--- config.mk ---
export PLATFORM = sky130hd
export DESIGN_NAME = ult_sar_search
export DESIGN_NICKNAME = d
export VERILOG_FILES = /design/src/rtl/ult_sar_search.sv
export SDC_FILE = /design/constraint.sdc
export NUM_CORES = 1
export LEC_CHECK = 0
export BUFFER_PORTS_ARGS = -buffer_cell sky130_fd_sc_hd__buf_2
export CAP_MARGIN = 20
export CORE_MARGIN = 2
export CORE_UTILIZATION = 55
export DETAILED_ROUTE_END_ITERATION = 12
export PLACE_DENSITY = 0.77
export SLEW_MARGIN = 10
export SYNTH_ARGS = -nofsm -noshare
export SYNTH_HDL_FRONTEND = slang
export SYNTH_SLANG_ARGS = --single-unit
export TNS_END_PERCENT = 50
--- constraint.sdc ---
create_clock -name CLK -period 3.49 [get_ports CLK]
set_clock_uncertainty 0.1 [all_clocks]
set_input_delay 0.349 -clock CLK [delete_from_list [all_inputs] [get_ports CLK]]
set_output_delay 0.349 -clock CLK [all_outputs]
set_load 0.02 [all_outputs]
--- src/rtl/ult_sar_search.sv ---
// Successive-approximation search of a hidden operand X through an external X < CAND comparator.
// Optional macro ULT_SAR_SEARCH_SETTLE_EN adds a settle cycle before every LT sample.
module ult_sar_search #(
  parameter int unsigned WIDTH = 8
) (
  input  logic             CLK,
  input  logic             RESET,
  input  logic             START,
  input  logic             LT,
  output logic [WIDTH-1:0] CAND,
  output logic             BUSY,
  output logic             DONE,
  output logic [WIDTH-1:0] RESULT
);

  localparam int unsigned IdxW = (WIDTH > 1) ? $clog2(WIDTH) : 1;
  localparam logic [IdxW-1:0]  IdxTop  = IdxW'(WIDTH - 1);
  localparam logic [WIDTH-1:0] CandTop = {1'b1, {(WIDTH - 1){1'b0}}};

  typedef enum logic [1:0] {
    StIdle,
    StTrial,
    StSettle,
    StDone
  } state_e;

`ifdef ULT_SAR_SEARCH_SETTLE_EN
  // Every new CAND value is held one extra cycle for a registered comparator.
  localparam state_e StAfterLoad = StSettle;
`else
  localparam state_e StAfterLoad = StTrial;
`endif

  state_e           state_q;
  logic [IdxW-1:0]  idx_q;
  logic [WIDTH-1:0] cand_q;
  logic [WIDTH-1:0] result_q;
  logic             busy_q;
  logic             done_q;
  logic [WIDTH-1:0] trial_cand;

  // Resolve the current bit from LT, then raise the next lower bit for its trial.
  always_comb begin
    trial_cand = cand_q;
    if (LT) begin
      trial_cand[idx_q] = 1'b0;
    end
    if (idx_q != '0) begin
      trial_cand[idx_q - IdxW'(1)] = 1'b1;
    end
  end

  always_ff @(posedge CLK) begin
    if (RESET) begin
      state_q  <= StIdle;
      idx_q    <= IdxTop;
      cand_q   <= '0;
      result_q <= '0;
      busy_q   <= 1'b0;
      done_q   <= 1'b0;
    end else begin
      case (state_q)
        StIdle: begin
          done_q <= 1'b0;
          if (START) begin
            cand_q  <= CandTop;
            idx_q   <= IdxTop;
            busy_q  <= 1'b1;
            state_q <= StAfterLoad;
          end
        end
        StSettle: begin
          state_q <= StTrial;
        end
        StTrial: begin
          cand_q <= trial_cand;
          if (idx_q != '0) begin
            idx_q   <= idx_q - IdxW'(1);
            state_q <= StAfterLoad;
          end else begin
            result_q <= trial_cand;
            done_q   <= 1'b1;
            busy_q   <= 1'b0;
            state_q  <= StDone;
          end
        end
        StDone: begin
          done_q <= 1'b0;
          if (START) begin
            cand_q  <= CandTop;
            idx_q   <= IdxTop;
            busy_q  <= 1'b1;
            state_q <= StAfterLoad;
          end else begin
            state_q <= StIdle;
          end
        end
        default: begin
          state_q <= StIdle;
          busy_q  <= 1'b0;
          done_q  <= 1'b0;
        end
      endcase
    end
  end

  assign CAND   = cand_q;
  assign BUSY   = busy_q;
  assign DONE   = done_q;
  assign RESULT = result_q;

endmodule

==> summary.md, run 1 <==
| Metric | Value |
|---|---|
| Post-Synth Simple-Gate Area | 28.8% |
| Fin. Hold Viols | 0 |
| PD cells | 356 mW/mm^2 |
| Root Buffer | clkbuf_4 |
| Share of the yosys chip area belonging to registers | 40.0% |
| Post-synth top area share | 40.0% |
| Placed insts | 183 |
| Final-report setup violation count | 0 |
| Initial Util | 58.7% |
| Sum Neg Setup Slack | 0 ns |
| EDFF count, synth | 0 |
| Number of global-route vias before repair | 980 |
| Clock Latency Late Sink | 0.31 ns |
| Pwr Total | 0.454 mW |
| Synth Area in Compound Gates | 17.2% |
| DRT iter0 DRCs | 39 |
| Vias after detailed routing | 1099 |
| CP startpoint kind | register |
| WL met1 | 1.13 mm |
| Mapped Cells | 143 |
| Reg-to-Reg Start | state_q[0]$_SDFFE_PP0P_ |
| Setup bufs post-CTS | 0 |
| Largest area contributor in the netlist | dfxtp_1 |
| Total global-route track usage | 22.3% |
| Critical path type | register to register |
| Multiplexer area fraction after synthesis | 2.61% |
| Slew Limit Fails | 0 |
| Unique masters post-synth | 28 |
| Hold_sp | START |
| Hold Path Class | input port to register |
| Fin crit share | 62.9% |
| Post-synthesis adder-cell area fraction | 6.51% |
| Detailed-placement wirelength estimate | 1.82 mm |
| CP Data Required Time | 3.64 ns |
| Top_reg_cell synth | dfxtp_1 |
| Max cap viols | 0 |
| Drt pass-1 iters | 6 |
| Syn avg cell area | 8.06 sq um |
| Max H-tree Level | 1 |
| Static Leak | 0.556 nW |
| Post-Synth XOR/XNOR Area | 0% |
| Area contributors post-synth | dfxtp_1 40%, a21oi_1 8.7%, ha_1 6.5% |
| Slew at the pin closest to its max-slew limit | 0.611 ns |
| Crit-path max FO | 16 |
| Placeable Area | 0.00196 sq mm |
| Post-Syn Nets | 153 |
| Routed Antenna Nets | 0 |
| First-pass GRT wire length | 4.36 mm |
| Register bit total from synthesis | 23 |
| Metal3 WL | 152 microns |
| Relative slew slack | 58.1% |
| Most common cell in the synthesized netlist | dfxtp_1 |
| Post-CTS Resized | 0 |
| Die area | 0.00248 sq mm |
| Synthesized area | 0.00115 sq mm |
| Routed wire length | 2.53 mm |
| Nets | 171 |
| Unrepaired setup endpoints after global routing | false |
| Largest net degree at the start of global routing | 24 |
| WL/cell | 13.5 microns |
| N_diodes | 0 |
| Yosys warning count | 0 |
| Worst VDD drop | 0.256 mV |
| DR top layer | met4 |
| Final Non-Filler Cells | 187 |
| Row cnt | 16 |
| Chip height | 49.8 microns |
| Num CTS Buffers | 3 |
| Ys async rst share | 0% |
| Critical Path End Type | register |
| Die width | 49.8 microns |
| CTS tree | done |
| Top cells by instance count after synthesis | 23 x dfxtp_1, 20 x a21oi_1, 20 x nand2_1 |
| Largest family of logic cells by synthesized area | simple AND/OR/NAND/NOR gates |
| Area grow syn2layout | 10.6% |
| Clock transition at the registers of the reported paths | 0.12 ns |
| I/O pins | 22 |
| Placer Congestion | 0.927 |
| DR vias/cell | 5.88 |
| IO Port Bufs | 21 |
| Outcome | finished, final reports clean |
| Share of layout cells above drive strength 1 | 15.6% |
| DRC violations left | 0 |
| Antenna violations before repair | 0 |
| Crit path from | state_q[0]$_SDFFE_PP0P_ |
| Sink Count | 23 |
| # fillers | 184 |
| Met2 routed WL | 1.22 mm |
| CP arrival | 2.35 ns |
| Grt ovf | 0 |
| Max clock buf depth | 2 |
| Post-CTS Hold Buffers | 0 |
| Min Tclk post-route | 2.20 ns |
| Fmax | 455 MHz |
sequential cells by signal, summed over array words and instances (netlist names):
name / cells
BUSY: 1
CAND: 8
DONE: 1
RESULT: 8
idx_q: 3
state_q: 2
cell usage in the layout (no fill, tap or decap), types with 4 or more instances in the layout:
cell,synthesis,final
a21oi_1,20,20
dfxtp_1,23,23
nor2b_1,5,5
nand2_1,20,20
nand3_1,14,14
ha_1,6,6
a31oi_1,4,4
inv_1,4,4
nor2_1,12,12
buf_2,4,21
per-layer routing:
layer	up-vias	GRT usage, %
met4	0	7.41
met3	3	2.73
met1	514	30.0
li1	539	-
met5	-	0
met2	43	37.1
cell type report:
class	instances	area [sq um]	area share (%)
clock buffer	4	26.3	2.06
inverter	4	15.0	1.18
multi-input combinational	108	634	49.8
sequential	23	460	36.1
tap	27	33.8	2.65
timing repair buffer	21	105	8.24
power breakdown:
part	internal [mW]	total [mW]	switching, mW
combinational	0.0193	0.0560	0.0367
sequential	0.269	0.276	0.00674
clock	0.0447	0.122	0.0776
total	0.333	0.454	0.121
metrics by stage:
stage / cell area, sq um / setup WS [ns] / utilization, % / hold WS [ns]
floorplan: 1150 / 1.74 / - / 0.328
global placement: 1250 / 1.43 / 63.6 / 0.338
detailed placement: 1250 / 1.39 / 63.6 / 0.343
CTS: 1270 / 1.35 / 65.0 / 0.218
global route: 1270 / 1.06 / 65.0 / 0.234
finish: 1270 / 1.29 / 65.0 / 0.217
worst max-delay path, cell delays in order, from the launching register on:
cell	delay, ns
dfxtp_1	0.39
inv_1	0.09
ha_1	0.63
mux2i_1	0.61
a221oi_1	0.16
nor2_1	0.15
kinds of logic (layout without fill, tap and decap cells):
family	Yosys count	after routing
AND/OR/NAND/NOR	66	66
AO/OA/AOI/OAI	33	33
flip-flops	23	23
buffers and inverters	12	29
adder cells (fa/ha/maj)	6	6
multiplexers	3	3
final timing paths:
path | depth (start not counted) | endpoint | slack, ns
hold reg to reg | 2 | RESULT[0]$_SDFFE_PP0P_ | 0.36
setup reg to reg | 5 | CAND[6]$_SDFFE_PP0P_ | 1.29
setup / recovery | 5 | CAND[6]$_SDFFE_PP0P_ | 1.29
hold / removal | 3 | state_q[0]$_SDFFE_PP0P_ | 0.22
Note: power is estimated with default switching activity, not from simulation.
==> inputs of run 2 (changes only) <==
- CORE_UTILIZATION: 55 -> 53
- PLACE_DENSITY: 0.77 -> 0.75
- clock period: 3.49 -> 2.1 ns (I/O delays scaled with it)
==> summary.md, run 2 (synthesized netlist as in run 1, its figures left out) <==
| Metric | Value |
|---|---|
| Row cnt | 16 (unchanged) |
| Min Tclk post-route | 1.90 ns (-0.296 ns) |
| Hold path cells | 3 (unchanged) |
| CP arrival | 2.05 ns (-0.30 ns) |
| Placed cell area | 0.00127 sq mm (+1.8%) |
| I/O pins | 22 (unchanged) |
| Critical Path End Type | register |
| Worst stage delay on the critical path | 0.51 ns (-0.12 ns) |
| Outcome | finished, final reports clean |
| R2R Path End | CAND[7]$_SDFFE_PP0P_ |
| Clock Latency Late Sink | 0.31 ns (about the same) |
| Endpoint, Worst Hold | state_q[0]$_SDFFE_PP0P_ |
| CP startpoint kind | register |
| Root Buffer | clkbuf_4 |
| Static Leak | 0.574 nW (+3.2%) |
| PD cells | 589 mW/mm^2 (+65%) |
| Worst path cell trace | inv_1 > ha_1 > nand2b_1 > mux2i_1 > a221oi_1 > nor3_1 |
| Fin crit share | 90.4% (+28 points) |
| Sum Neg Setup Slack | 0 ns (unchanged) |
| Slew Limit Fails | 0 (unchanged) |
| Fin area | 0.00130 sq mm (+1.9%) |
| Chip height | 50.6 microns (+1.7%) |
| Critical path type | register to register |
| Top delay family on crit path | flip-flops |
| Initial Util | 57.6% (-1.2 points) |
| Die width | 50.6 microns (+1.7%) |
| Relative slew slack | 70.8% (+13 points) |
| Fmax | 527 MHz (+16%) |
| IO Port Bufs | 21 (unchanged) |
| Reg-to-reg setup timing slack | 0.20 ns (-1.09 ns) |
| Reg2reg path depth | 6 (+1) |
| Clock transition at the registers of the reported paths | 0.13 ns (about the same) |
| Largest net degree at the start of global routing | 24 (unchanged) |
| Placer Congestion | 0.870 (-6.2%) |
| Detailed-placement wirelength estimate | 1.88 mm (+3.2%) |
| Setup ws final | 0.201 ns (-1.09 ns) |
| Placeable Area | 0.00200 sq mm (+2.0%) |
| Max clock buf depth | 2 (unchanged) |
| Nets | 174 (+1.8%) |
| Worst hold slack | 0.0737 ns (-0.143 ns) |
| Routed Antenna Nets | 0 (unchanged) |
| Final-report setup violation count | 0 (unchanged) |
| Hold_sp | START |
| Final core occ | 64.9% (-0.11 points) |
| Post-CTS Hold Buffers | 0 (unchanged) |
| Area grow syn2layout | 12.7% |
| DR vias/cell | 5.70 (-3.0%) |
| Pre-CTS setup slack | 0.232 ns (-1.16 ns) |
| Routed wire length | 2.62 mm (+3.8%) |
| Fin. Hold Viols | 0 (unchanged) |
| Reg-to-Reg Start | idx_q[0]$_SDFFE_PP1P_ |
| Max cap viols | 0 (unchanged) |
| Grt ovf | 0 (unchanged) |
| Setup bufs post-CTS | 0 (unchanged) |
| Total global-route track usage | 22.8% (+0.44 points) |
| Commonest cells after routing, fill and taps aside | 23 x dfxtp_1, 21 x buf_2, 20 x nand2_1, 20 x a21oi_1, 14 x nand3_1 |
| Post-CTS Resized | 0 (unchanged) |
| CP Data Required Time | 2.25 ns (-1.39 ns) |
| Commonest non-fill, non-tap cell in the layout | dfxtp_1 |
| CP max stage cell | dfxtp_1 |
| Unrepaired setup endpoints after global routing | false |
| CTS tree | done |
| Num CTS Buffers | 3 (unchanged) |
| N_diodes | 0 (unchanged) |
| Slew at the pin closest to its max-slew limit | 0.436 ns (-0.174 ns) |
| Drt pass-1 iters | 4 (-2) |
| Final Non-Filler Cells | 190 (+1.6%) |
| Worst VDD drop | 0.421 mV (+65%) |
| Share of layout cells above drive strength 1 | 17.8% (+2.2 points) |
| Number of global-route vias before repair | 971 (-0.92%) |
| DRT iter0 DRCs | 45 (+15%) |
| WL/cell | 13.8 microns (+2.1%) |
| First-pass GRT wire length | 4.40 mm (+0.80%) |
| Placed insts | 186 (+1.6%) |
| Die area | 0.00256 sq mm (+3.5%) |
| DRC violations left | 0 (unchanged) |
| Max H-tree Level | 1 (unchanged) |
| Hold Path Class | input port to register |
| Pwr Total | 0.765 mW (+68%) |
| Buf+Inv Stages, Crit Path | 1 (unchanged) |
| Sink Count | 23 (unchanged) |
| Antenna violations before repair | 0 (unchanged) |
| Crit-path max FO | 10 (-6) |
| Vias after detailed routing | 1083 (-1.5%) |
[run 2: changes by cell type in the layout (fill, tap and decap cells not counted), sizes merged]
cell	delta
buf	+3
clkbuf	-1
clkinv	+1
[run 2: metal layers]
layer / vias to the layer above / track usage, % / share of wire [%]
li1: 541 / - / -
met1: 495 / 26.8 / 46
met2: 42 / 41.2 / 46
met3: 5 / 3.87 / 6.2
met4: 0 / 8.11 / 1.4
met5: - / 0 / 0
[run 2: layout make-up]
class	instances	area (sq um)
clock buffers	3	22.5
flip-flops and latches	23	460
fillers	189	703
repair buffers	24	128
inverters	4	15.0
multi-input cells	108	634
well taps	27	33.8
clock inverters	1	5.00
[run 2: worst reg2reg max path, cell delays in order (launching register included)]
cell and delay [ns]:
dfxtp_1 0.51, inv_1 0.16, ha_1 0.27, nand2b_1 0.16, mux2i_1 0.31, a221oi_1 0.14, nor3_1 0.18
[run 2: report_power, final]
group          switching [mW]  internal (mW)  leakage (nW)
Sequential             0.0114          0.447         0.187
Clock                   0.135         0.0713        0.0177
Combinational          0.0638         0.0360         0.369
[run 2: worst max-delay path by stage]
stage | startpoint | end | depth (start not counted)
floorplan | idx_q[0]$_SDFFE_PP1P_ | idx_q[1]$_SDFFE_PP1P_ | 8
global placement | idx_q[0]$_SDFFE_PP1P_ | idx_q[1]$_SDFFE_PP1P_ | 6
detailed placement | idx_q[0]$_SDFFE_PP1P_ | CAND[7]$_SDFFE_PP0P_ | 6
global route | idx_q[0]$_SDFFE_PP1P_ | CAND[7]$_SDFFE_PP0P_ | 6
CTS | idx_q[0]$_SDFFE_PP1P_ | CAND[7]$_SDFFE_PP0P_ | 6
finish | idx_q[0]$_SDFFE_PP1P_ | CAND[7]$_SDFFE_PP0P_ | 6
